### config.mk
export PLATFORM = sky130hd
export DESIGN_NAME = lsu_csr_sequencer
export DESIGN_NICKNAME = d
export VERILOG_FILES = /design/src/rtl/lsu_csr_sequencer.sv
export SDC_FILE = /design/constraint.sdc
export NUM_CORES = 1
export LEC_CHECK = 0
export ABC_CLOCK_PERIOD_IN_PS = 2900
export BUFFER_PORTS_ARGS = -buffer_cell sky130_fd_sc_hd__buf_2
export CORE_AREA = 8 8 206 208
export CTS_CLUSTER_DIAMETER = 60
export DETAILED_ROUTE_END_ITERATION = 8
export DIE_AREA = 0 0 214 216
export SYNTH_ARGS = -nofsm -noshare
export SYNTH_HDL_FRONTEND = slang
export SYNTH_SLANG_ARGS = --single-unit
### constraint.sdc
create_clock -name clk -period 2.9 [get_ports clk]
set_input_delay 0.29 -clock clk [delete_from_list [all_inputs] [get_ports clk]]
set_output_delay 0.29 -clock clk [all_outputs]
set_load 0.005 [all_outputs]
### src/rtl/lsu_csr_sequencer.sv
`default_nettype none
// ============================================================================
// Module   : lsu_csr_sequencer
// Purpose  : Round-robin arbiter and thread serializer between LSU requesters
//            and the single 32-bit thread-banked CSR port. Each granted
//            whole-warp request is split into one CSR access per active
//            thread. Read data is gathered into a per-thread response that
//            is returned with the requester's tag.
// Revision : 1.0 - initial release
// ----------------------------------------------------------------------------
// Configuration macro:
//   LSU_CSR_WR_ACK_EN  defined   : writes return a response (data all zero)
//                      undefined : writes complete silently, FSM goes
//                                  straight back to IDLE
// ----------------------------------------------------------------------------
// Ports (vectors are flattened, requester r / thread t at [r*W +: W]):
//   clk, reset        clock, synchronous active-high reset
//   req_valid/ready   per-requester handshake (ready is one-hot or zero)
//   req_rw            1 = write, 0 = read
//   req_addr          base CSR address      [NUM_REQS*ADDR_BITS]
//   req_tmask         active thread mask    [NUM_REQS*NUM_THREADS]
//   req_data          per-thread write data [NUM_REQS*NUM_THREADS*32]
//   req_tag           opaque tag            [NUM_REQS*TAG_WIDTH]
//   rsp_valid/ready   response handshake
//   rsp_idx/tag/tmask requester index, echoed tag and mask
//   rsp_data          gathered read data    [NUM_THREADS*32]
//   csr_*             CSR slave port strobes, addresses and data
// ============================================================================
module lsu_csr_sequencer #(
  parameter int NUM_REQS    = 2,
  parameter int NUM_THREADS = 4,
  parameter int ADDR_BITS   = 12,
  parameter int TAG_WIDTH   = 8,
  parameter int IDX_BITS    = (NUM_REQS > 1) ? $clog2(NUM_REQS) : 1
) (
  input  logic                            clk,
  input  logic                            reset,
  input  logic [NUM_REQS-1:0]             req_valid,
  input  logic [NUM_REQS-1:0]             req_rw,
  input  logic [NUM_REQS*ADDR_BITS-1:0]   req_addr,
  input  logic [NUM_REQS*NUM_THREADS-1:0] req_tmask,
  input  logic [NUM_REQS*NUM_THREADS*32-1:0] req_data,
  input  logic [NUM_REQS*TAG_WIDTH-1:0]   req_tag,
  output logic [NUM_REQS-1:0]             req_ready,
  output logic                            rsp_valid,
  output logic [IDX_BITS-1:0]             rsp_idx,
  output logic [TAG_WIDTH-1:0]            rsp_tag,
  output logic [NUM_THREADS-1:0]          rsp_tmask,
  output logic [NUM_THREADS*32-1:0]       rsp_data,
  input  logic                            rsp_ready,
  output logic                            csr_read_enable,
  output logic [ADDR_BITS-1:0]            csr_read_addr,
  input  logic [31:0]                     csr_read_data,
  output logic                            csr_write_enable,
  output logic [ADDR_BITS-1:0]            csr_write_addr,
  output logic [31:0]                     csr_write_data
);

  localparam int TID_BITS = (NUM_THREADS > 1) ? $clog2(NUM_THREADS) : 1;

`ifdef LSU_CSR_WR_ACK_EN
  localparam logic c_wr_ack_en = 1'b1;
`else
  localparam logic c_wr_ack_en = 1'b0;
`endif

  typedef enum logic [1:0] {
    ST_IDLE  = 2'd0,
    ST_ISSUE = 2'd1,
    ST_RSP   = 2'd2
  } state_t;

  state_t                    state_q, state_d;
  logic [IDX_BITS-1:0]       rr_ptr_q, rr_ptr_d;
  logic                      rw_q, rw_d;
  logic [ADDR_BITS-1:0]      addr_q, addr_d;
  logic [NUM_THREADS-1:0]    tmask_q, tmask_d;
  logic [NUM_THREADS-1:0]    rem_q, rem_d;
  logic [NUM_THREADS*32-1:0] data_q, data_d;
  logic [TAG_WIDTH-1:0]      tag_q, tag_d;
  logic [IDX_BITS-1:0]       idx_q, idx_d;
  logic [NUM_THREADS*32-1:0] rsp_data_q, rsp_data_d;

  // --------------------------------------------------------------------------
  // Round-robin pick: first valid requester at or above rr_ptr, with wrap.
  // scan carries one extra bit so the wrap test cannot overflow.
  // --------------------------------------------------------------------------
  logic                grant_found;
  logic [IDX_BITS-1:0] grant_idx;
  logic [IDX_BITS:0]   scan;
  logic [IDX_BITS-1:0] scan_idx;

  always_comb begin
    grant_found = 1'b0;
    grant_idx   = '0;
    scan        = '0;
    scan_idx    = '0;
    for (int i = 0; i < NUM_REQS; i++) begin
      scan = {1'b0, rr_ptr_q} + (IDX_BITS+1)'(i);
      if (scan >= (IDX_BITS+1)'(NUM_REQS)) begin
        scan = scan - (IDX_BITS+1)'(NUM_REQS);
      end
      scan_idx = scan[IDX_BITS-1:0];
      if (!grant_found && req_valid[scan_idx]) begin
        grant_found = 1'b1;
        grant_idx   = scan_idx;
      end
    end
  end

  // Lowest remaining thread: scanning downward leaves the lowest set bit.
  logic [TID_BITS-1:0] cur_tid;

  always_comb begin
    cur_tid = '0;
    for (int t = NUM_THREADS - 1; t >= 0; t--) begin
      if (rem_q[t]) begin
        cur_tid = TID_BITS'(t);
      end
    end
  end

  // --------------------------------------------------------------------------
  // Next state and outputs
  // --------------------------------------------------------------------------
  logic [ADDR_BITS-1:0] issue_addr;

  always_comb begin
    state_d    = state_q;
    rr_ptr_d   = rr_ptr_q;
    rw_d       = rw_q;
    addr_d     = addr_q;
    tmask_d    = tmask_q;
    rem_d      = rem_q;
    data_d     = data_q;
    tag_d      = tag_q;
    idx_d      = idx_q;
    rsp_data_d = rsp_data_q;

    req_ready        = '0;
    csr_read_enable  = 1'b0;
    csr_read_addr    = '0;
    csr_write_enable = 1'b0;
    csr_write_addr   = '0;
    csr_write_data   = '0;
    issue_addr       = addr_q + ADDR_BITS'(cur_tid);

    case (state_q)
      ST_IDLE: begin
        // Ready is suppressed during reset so no requester sees a handshake
        // that the reset is about to discard.
        if (grant_found && !reset) begin
          req_ready[grant_idx] = 1'b1;
          rw_d       = req_rw[grant_idx];
          addr_d     = req_addr[int'(grant_idx)*ADDR_BITS +: ADDR_BITS];
          tmask_d    = req_tmask[int'(grant_idx)*NUM_THREADS +: NUM_THREADS];
          rem_d      = req_tmask[int'(grant_idx)*NUM_THREADS +: NUM_THREADS];
          data_d     = req_data[int'(grant_idx)*NUM_THREADS*32 +: NUM_THREADS*32];
          tag_d      = req_tag[int'(grant_idx)*TAG_WIDTH +: TAG_WIDTH];
          idx_d      = grant_idx;
          rsp_data_d = '0;
          rr_ptr_d   = (grant_idx == IDX_BITS'(NUM_REQS - 1)) ? '0
                                                              : grant_idx + IDX_BITS'(1);
          if (req_tmask[int'(grant_idx)*NUM_THREADS +: NUM_THREADS] != '0) begin
            state_d = ST_ISSUE;
          end else if (req_rw[grant_idx] && !c_wr_ack_en) begin
            state_d = ST_IDLE;
          end else begin
            state_d = ST_RSP;
          end
        end
      end

      ST_ISSUE: begin
        // Strobes are masked during reset so an aborted request leaves no
        // trace on the CSR side.
        if (rw_q) begin
          csr_write_enable = !reset;
          csr_write_addr   = issue_addr;
          csr_write_data   = data_q[int'(cur_tid)*32 +: 32];
        end else begin
          csr_read_enable = !reset;
          csr_read_addr   = issue_addr;
          rsp_data_d[int'(cur_tid)*32 +: 32] = csr_read_data;
        end
        rem_d = rem_q & ~(NUM_THREADS'(1) << cur_tid);
        if (rem_d == '0) begin
          state_d = (rw_q && !c_wr_ack_en) ? ST_IDLE : ST_RSP;
        end
      end

      ST_RSP: begin
        if (rsp_ready) begin
          state_d = ST_IDLE;
        end
      end

      default: begin
        state_d = ST_IDLE;
      end
    endcase
  end

  // Response fields are only driven while the response is presented.
  always_comb begin
    rsp_valid = (state_q == ST_RSP);
    rsp_idx   = rsp_valid ? idx_q : '0;
    rsp_tag   = rsp_valid ? tag_q : '0;
    rsp_tmask = rsp_valid ? tmask_q : '0;
    rsp_data  = rsp_valid ? rsp_data_q : '0;
  end

  always_ff @(posedge clk) begin
    if (reset) begin
      state_q    <= ST_IDLE;
      rr_ptr_q   <= '0;
      rw_q       <= 1'b0;
      addr_q     <= '0;
      tmask_q    <= '0;
      rem_q      <= '0;
      data_q     <= '0;
      tag_q      <= '0;
      idx_q      <= '0;
      rsp_data_q <= '0;
    end else begin
      state_q    <= state_d;
      rr_ptr_q   <= rr_ptr_d;
      rw_q       <= rw_d;
      addr_q     <= addr_d;
      tmask_q    <= tmask_d;
      rem_q      <= rem_d;
      data_q     <= data_d;
      tag_q      <= tag_d;
      idx_q      <= idx_d;
      rsp_data_q <= rsp_data_d;
    end
  end

endmodule
`default_nettype wire

==> reports/qor.yml, run 1 <==
global_routing:
  grt_remaining_overflow: 0
  grt_first_pass_wirelength_um: 83000
  grt_max_degree: 107
  track_usage_pct: 22.1
  first_global_vias: 14514
  antenna_found_initial: 6
detailed_routing:
  remaining_drc_errors: 0
  post_detailed_route_count_of_antenna_violating_nets: 0
  drt-initial-drc-count: 896
  wl_met2_um: 25300
  top_layer_used: "met5"
  wirelength_met1_um: 22800
  dr_wl_met3_um: 4500
  wirelength_um: 54100
  first_drt_pass_iteration_count: 6
  vias_per_cell: 5.28
  post_drt_wl_per_cell_um: 20.2
  dr_total_vias: 14178
pwr:
  cellInternalPower_uw: 7370
  switchingPower_uw: 3100
  total_power_uw: 10500
  total_leakage_power_uw: 0.00833
  ir_worst_vdd_v: 0.000298
  combPwrFrac_pct: 19.4
  cell_pwr_density_nw_per_um2: 569
  power.sequential.fraction_pct: 41.8
  power_switching_share_pct: 29.6
  clkPwrFrac_pct: 38.7
synth:
  postSynthRegisterBits: 289
  seq_area_frac_synth_pct: 42.0
  synth_ff_type: "sky130_fd_sc_hd__dfxtp_1"
  post_synthesis_net_count: 2001
  synth-edff-count: 0
  synth_cells: 1651
  synth_area_sq_um: 13800
  asyncSetResetFlopFracSynth_pct: 0
  synth_warnings: 0
  post_synth_num_cell_types: 44
  syn_area_per_cell_sq_um: 8.35
setup_path:
  crit_slowest_cell: "sky130_fd_sc_hd__dfxtp_4"
  critPathRequiredTime_ns: 2.61
  path_class: "reg2out"
  cp_slowest_stage_delay_ns: 0.34
  timing.critical_path.from_type: "flop"
  setup.worst_path.end_class: "output port"
  path_cells: "nand2b_4, a21o_4, inv_4, ha_4, inv_2, fa_2, nand3b_1, nor4_2, xnor2_1, nor2_1, buf_2"
  cp_max_fo: 4
  worst-path-buf-inv: 3
  crit_arrival_ns: 2.78
  top_delay_family_on_crit_path: "simple AND/OR/NAND/NOR gates"
sta:
  timing_hold_violations_final: 0
  report.final.slew_viol_count: 0
  timing.final.crit_share_pct: 106
  timing.clock.skew_ns: 0.0130
  max_slew_margin_pct: 33.7
  finalSetupViolCount: 6
  tightest_slew_ns: 0.994
  post-route-min-period_ns: 3.07
  fmax_mhz: 326
  unrepaired_setup_endpoints_after_global_routing: "true"
  timing.final.ws_setup_ns: -0.171
clocking:
  worst_skew_pair.late_latency_ns: 0.53
  cts_htree_levels: 2
  ctsRootBufferMaster: "sky130_fd_sc_hd__clkbuf_16"
  tritoncts.num_buffers: 34
  cts_num_sinks: 289
  clkSlewWorstSetupHoldPaths_ns: 0.06
  clock_tree.buffer_depth: 3
  cts_tree: "yes"
cells_and_area:
  layout.area.seq_sq_um: 5800
  layout.cells.most_common: "sky130_fd_sc_hd__buf_2"
  area_growth_pct: 33.6
  mostFrequentLayoutCells: "sky130_fd_sc_hd__buf_2 (543), sky130_fd_sc_hd__nand2_1 (308), sky130_fd_sc_hd__dfxtp_1 (285)"
  final_layout_size_suffix_gt1_share_pct: 30.9
  multiInputGateArea_sq_um: 7430
  fillers: 3846
  finish.net_count: 2478
  postLayoutCoreUtil_pct: 47.0
floorplanning:
  core-area_sq_um: 39200
  floorplan.initialDensity_pct: 35.2
  std_cell_rows: 73
  design.portCount: 545
  die_h_um: 216
  die-width_um: 214
  area_of_the_die_sq_um: 46200
placement:
  port_buffers: 544
  preCtsSetupSlack_ns: 0.101
  dp_hpwl_um: 39700
  routabilityCongestion: 0.862
job:
  maxCapViolations: 0
run_status:
  outcome: "finished with violations"
  failed_checks: "negative setup slack"
min_path:
  min_path_type: "in2reg"
==> repair_timing <==
action	in CTS	in global routing
resized for setup	14	4
setup buffers	3	2
pin swaps	10	8
hold buffers	23	0
hold endpoints to repair	23	0
endpoints found under the setup margin	19	21
==> worst paths after layout <==
kind | end | cells after the start | slack [ns] | from
worst max register to register | addr_q[5] | 6 | 0.38 | state_q[1]
worst max-delay path | csr_write_addr[8] | 11 | -0.17 | rem_q[2]
worst min-delay path | data_q[28] | 3 | 0.03 | req_data[156]
worst min register to register | rsp_data_q[23] | 2 | 0.47 | rsp_data_q[23]
==> synth_stat cells, types with 32 or more instances <==
library cell                 n  share of area, %
sky130_fd_sc_hd__mux2i_1    68               4.9
sky130_fd_sc_hd__nand2b_1   36               1.6
sky130_fd_sc_hd__a22o_1     96               6.1
sky130_fd_sc_hd__clkbuf_1  130               3.5
sky130_fd_sc_hd__and2_1    143               6.5
sky130_fd_sc_hd__nand3b_1   35               1.9
sky130_fd_sc_hd__a221oi_1   32               2.0
sky130_fd_sc_hd__a311oi_1  151               9.6
sky130_fd_sc_hd__nand2_1   310               8.4
sky130_fd_sc_hd__nor2_1    186               5.1
sky130_fd_sc_hd__dfxtp_1   289                42
sky130_fd_sc_hd__nand3_1    35               1.3
sky130_fd_sc_hd__o21ai_0    34               1.2
==> area by class of cell <==
class | instances | area share [%]
flip-flops and latches | 289 | 31.5
repair buffers | 603 | 18.6
well taps | 525 | 3.57
diodes | 5 | 0.0679
inverters | 12 | 0.258
multi-input cells | 1188 | 40.4
clock buffers | 50 | 5.33
clock inverters | 11 | 0.380
==> cells by family (layout without fill, tap and decap cells) <==
group,after synthesis,in the layout,synth area share (%)
AND/OR/NAND/NOR,769,769,26.4
AO/OA/AOI/OAI,334,334,20.1
adder cells (fa/ha/maj),7,7,0.690
flip-flops,289,289,42.0
buffers and inverters,174,676,5.31
multiplexers,68,68,4.94
other,0,5,0
XOR/XNOR,10,10,0.635
==> per-stage QoR <==
stage	TNS [ns]	instance area, sq um	instances	hold slack [ns]
detailed placement	0	17000	2589	0.456
global placement	0	17000	2589	0.453
finish	-0.535	18400	2683	0.0269
CTS	-0.864	18400	2676	0.0000697
floorplan	0	13800	1651	0.416
global route	-2.33	18400	2682	0.00929
==> per-layer routing <==
| metal | vias to the layer above | global-route usage [%] |
|---|---|---|
| met3 | 89 | 6.52 |
| met1 | 6690 | 27.1 |
| met5 | - | 0 |
| met2 | 607 | 36.5 |
| li1 | 6790 | - |
| met4 | 2 | 7.57 |
==> power by group through the flow <==
stage               logic (uW)  clock network, uW  registers [uW]
finish                    2040               4060            4380
global route              2230               4310            4410
CTS                       2040               4150            4380
detailed placement        1970                  0            4460
global placement          1950                  0            4460
floorplan                 1230                  0            4400
==> sequential cells by signal (all words and copies together), names as in the netlist <==
register    cells
rw_q            1
addr_q         12
tmask_q         4
tag_q           8
data_q        128
state_q         2
idx_q           1
rsp_data_q    128
rem_q           4
rr_ptr_q        1
==> worst register-to-register path: cells and delay by family (launching register included) <==
kind	cells	cell delay (ns)
flip-flops	1	0.43
buffers and inverters	3	1.25
AND/OR/NAND/NOR	2	0.52
AO/OA/AOI/OAI	1	0.27
(Power assumes the default switching activity.)
==> inputs of run 2 (changes only) <==
Settings changed: ABC_AREA from default to 1, CORE_AREA 8 8 206 208 to default, CORE_MARGIN from default to 8, CORE_UTILIZATION from default to 40, DIE_AREA 0 0 214 216 to default, PLACE_DENSITY from default to 0.69.
==> reports/qor.yml, run 2 <==
placement:
  port_buffers: 544  # unchanged
  preCtsSetupSlack_ns: 0.419  # was 0.101 ns
  dp_hpwl_um: 48900  # was 39700 um
  place_area_sq_um: 18500  # was 17000 sq um
  place.detailed.instances: 3491  # was 2589
  routabilityCongestion: 0.941  # was 0.862
synth:
  asyncSetResetFlopFracSynth_pct: 0  # unchanged
  syn_area_per_cell_sq_um: 6.03  # was 8.35 sq um
  post_synth_num_cell_types: 32  # was 44
  post_synthesis_net_count: 2922  # was 2001
  synth-edff-count: 0  # unchanged
  post_synth_most_frequent_cells: "sky130_fd_sc_hd__nand2_1 (611), sky130_fd_sc_hd__nor2_1 (465), sky130_fd_sc_hd__a21oi_1 (412), sky130_fd_sc_hd__inv_1 (372), sky130_fd_sc_hd__dfxtp_1 (289)"  # was sky130_fd_sc_hd__nand2_1 (310), sky130_fd_sc_hd__dfxtp_1 (289), sky130_fd_sc_hd__nor2_1 (186), sky130_fd_sc_hd__a311oi_1 (151), sky130_fd_sc_hd__and2_1 (143)
  synth_warnings: 0  # unchanged
  synth_area_sq_um: 15500  # was 13800 sq um
  synth_cells: 2572  # was 1651
  synthDominantCellAreaShare_pct: 37.3  # was 42.0%
  seq_area_frac_synth_pct: 37.3  # was 42.0%
  synth_ff_type: "sky130_fd_sc_hd__dfxtp_1"  # unchanged
  postSynthRegisterBits: 289  # unchanged
  synth.top_cells.by_area: "sky130_fd_sc_hd__dfxtp_1 (37%), sky130_fd_sc_hd__nand2_1 (15%), sky130_fd_sc_hd__a21oi_1 (13%)"  # was sky130_fd_sc_hd__dfxtp_1 (42%), sky130_fd_sc_hd__a311oi_1 (9.6%), sky130_fd_sc_hd__nand2_1 (8.4%)
  yosysMostFrequentCell: "sky130_fd_sc_hd__nand2_1"  # unchanged
  synth_top_cell_by_area: "sky130_fd_sc_hd__dfxtp_1"  # unchanged
floorplanning:
  die-width_um: 213  # was 214 um
  floorplan.initialDensity_pct: 40.3  # was 35.2%
  design.portCount: 545  # unchanged
  core-area_sq_um: 38500  # was 39200 sq um
  die_h_um: 213  # was 216 um
  area_of_the_die_sq_um: 45300  # was 46200 sq um
  std_cell_rows: 72  # was 73
cells_and_area:
  layout.cells.most_common: "sky130_fd_sc_hd__nand2_1"  # was sky130_fd_sc_hd__buf_2
  fin_area_sq_um: 20000  # was 18400 sq um
  largest_registers: "data_q: 128 flops, rsp_data_q: 128 flops, addr_q: 12 flops"  # unchanged
  mostFrequentLayoutCells: "sky130_fd_sc_hd__nand2_1 (606), sky130_fd_sc_hd__buf_2 (543), sky130_fd_sc_hd__nor2_1 (465)"  # was sky130_fd_sc_hd__buf_2 (543), sky130_fd_sc_hd__nand2_1 (308), sky130_fd_sc_hd__dfxtp_1 (285)
  layout.cells.non_filler: 3584  # was 2683
  area_growth_pct: 29.1  # was 33.6%
  fillers: 4009  # was 3846
  postLayoutCoreUtil_pct: 52.0  # was 47.0%
  finish.net_count: 3381  # was 2478
  final_layout_size_suffix_gt1_share_pct: 22.2  # was 30.9%
pwr:
  combPwrFrac_pct: 25.2  # was 19.4%
  power.sequential.fraction_pct: 36.4  # was 41.8%
  switchingPower_uw: 4200  # was 3100 uW
  clkPwrFrac_pct: 38.4  # was 38.7%
  power_switching_share_pct: 32.6  # was 29.6%
  cell_pwr_density_nw_per_um2: 643  # was 569 nW/um^2
  cellInternalPower_uw: 8670  # was 7370 uW
  total_leakage_power_uw: 0.0101  # was 0.00833 uW
  ir_worst_vdd_v: 0.000381  # was 0.000298 V
detailed_routing:
  first_drt_pass_iteration_count: 6  # unchanged
  wirelength_um: 66300  # was 54100 um
  post_drt_wl_per_cell_um: 18.5  # was 20.2 um
  post_detailed_route_count_of_antenna_violating_nets: 0  # unchanged
  remaining_drc_errors: 0  # unchanged
  dr_total_vias: 17670  # was 14.2k
  drt-initial-drc-count: 1532  # was 896
  vias_per_cell: 4.93  # was 5.28
clocking:
  cts_tree: "yes"  # unchanged
  clkSlewWorstSetupHoldPaths_ns: 0.06  # about the same
  cts_num_sinks: 289  # unchanged
  tritoncts.num_buffers: 37  # was 34
  clock_tree.buffer_depth: 3  # unchanged
  worst_skew_pair.late_latency_ns: 0.53  # about the same
  ctsRootBufferMaster: "sky130_fd_sc_hd__clkbuf_16"  # unchanged
  cts_htree_levels: 2  # unchanged
sta:
  timing.final.ws_setup_ns: 0.0898  # was -0.171 ns
  finalSetupViolCount: 0  # was 6
  report.final.slew_viol_count: 0  # unchanged
  fmax_mhz: 356  # was 326 MHz
  worst_hold_slack_ns: 0.0143  # was 0.0269 ns
  post-route-min-period_ns: 2.81  # was 3.07 ns
  timing.final.crit_share_pct: 96.9  # was 106%
  max_slew_margin_pct: 43.6  # was 33.7%
  timing_hold_violations_final: 0  # unchanged
  unrepaired_setup_endpoints_after_global_routing: "true"  # unchanged
  tightest_slew_ns: 0.846  # was 0.994 ns
  timing.clock.skew_ns: 0.0145  # was 0.0130 ns
setup_path:
  path_class: "reg2out"  # unchanged
  setup.worst_path.end_class: "output port"  # unchanged
  crit-reg2reg-launch: "rem_q[1]"  # was state_q[1]
  crit_arrival_ns: 2.52  # was 2.78 ns
  setup.worst_path.start: "rem_q[3]"  # was rem_q[2]
  reg2regPathDepth: 11  # was 6
  r2r_end: "rsp_data_q[16]"  # was addr_q[5]
  timing.critical_path.from_type: "flop"  # unchanged
  cp_max_fo: 3  # was 4
  ff2ff_setup_slack_ns: 0.39  # was 0.38 ns
  critPathRequiredTime_ns: 2.61  # about the same
global_routing:
  grt_max_degree: 160  # was 107
  grt_first_pass_wirelength_um: 97100  # was 83000 um
  track_usage_pct: 27.5  # was 22.1%
  grt_remaining_overflow: 0  # unchanged
  antenna_found_initial: 19  # was 6
  first_global_vias: 17340  # was 14.5k
min_path:
  hold_end: "data_q[104]"  # was data_q[28]
  min_path_type: "in2reg"  # unchanged
  hold_start: "req_data[104]"  # was req_data[156]
  holdPathStages: 3  # unchanged
run_status:
  outcome: "complete, no violations"  # was finished with violations
job:
  maxCapViolations: 0  # unchanged
## run 2: cell types whose count changed in the layout (fill, tap and decap cells not counted), moves of 68 or more
cell                       before  now
sky130_fd_sc_hd__and2_1       142    0
sky130_fd_sc_hd__nand2_1      308  606
sky130_fd_sc_hd__a21oi_1        3  412
sky130_fd_sc_hd__nor2_1       185  465
sky130_fd_sc_hd__a311oi_1     151    0
sky130_fd_sc_hd__a22o_1        96    0
sky130_fd_sc_hd__mux2i_1       68    0
sky130_fd_sc_hd__inv_1          9  368
## run 2: power groups by stage
stage	clock network (uW)	registers [uW]	logic [uW]
after floorplan	0	4700	2190
after global placement	0	4750	3160
after detailed placement	0	4760	3190
after CTS	5010	4680	3230
after global routing	5160	4730	3650
final	4940	4690	3250
## run 2: through the flow
stage,total power [uW],TNS [ns]
2_1_floorplan,6890,0
3_3_place_gp,7900,0
3_5_place_dp,7950,0
4_1_cts,12900,0
5_1_grt,13500,-0.0719
6_report,12900,0
## run 2: worst max path at each step
stage	end	slack, ns	cells after the start
CTS	csr_read_addr[10]	0.01	12
global placement	csr_read_addr[6]	0.46	12
detailed placement	rsp_data_q[10]	0.42	11
finish	csr_write_addr[10]	0.09	12
floorplan	rsp_data_q[121]	0.44	14
global route	csr_write_addr[10]	-0.05	12
## run 2: cells by family after synthesis
family          count (synthesis)  synth area share, %
simple gates                 1129                 28.3
buf+inv                       605                 15.4
compound gates                533                 17.9
flops                         289                 37.3
xor+xnor                        9                0.508
fa+ha+maj                       7                0.613
## run 2: metal layers
metal | GRT usage (%) | up-vias | routed length (um)
li1 | - | 8723 | -
met4 | 12.0 | 22 | 2790
met2 | 49.0 | 718 | 33100
met5 | 0 | - | 156
met1 | 30.6 | 8069 | 24300
met3 | 6.81 | 138 | 5990
## run 2: area by class of cell
cell class / instances / area [sq um] / area share [%]
diodes: 10 / 25.0 / 0.125
clock buffers: 54 / 1120 / 5.61
clock inverters: 10 / 185 / 0.925
inverters: 440 / 1660 / 8.29
multi-input cells: 1678 / 7400 / 37.0
flip-flops and latches: 289 / 5790 / 28.9
well taps: 518 / 648 / 3.24
repair buffers: 585 / 3190 / 15.9
## run 2: worst max-delay path: stages, from the launching register on
cell	delay [ns]
sky130_fd_sc_hd__dfxtp_2	0.34
sky130_fd_sc_hd__inv_2	0.05
sky130_fd_sc_hd__o21ai_4	0.16
sky130_fd_sc_hd__nand2_4	0.09
sky130_fd_sc_hd__inv_4	0.07
sky130_fd_sc_hd__ha_4	0.13
sky130_fd_sc_hd__inv_2	0.04
sky130_fd_sc_hd__fa_2	0.42
sky130_fd_sc_hd__inv_2	0.09
sky130_fd_sc_hd__nand4_1	0.14
sky130_fd_sc_hd__xor2_2	0.22
sky130_fd_sc_hd__nor2_1	0.11
sky130_fd_sc_hd__buf_2	0.12
## run 2: timing repair
action,in CTS,in global routing
hold buffers,16,0
hold endpoints to repair,16,0
setup buffers,0,3
gates resized for setup,3,14
setup endpoints to repair,9,9
pin swaps,0,5
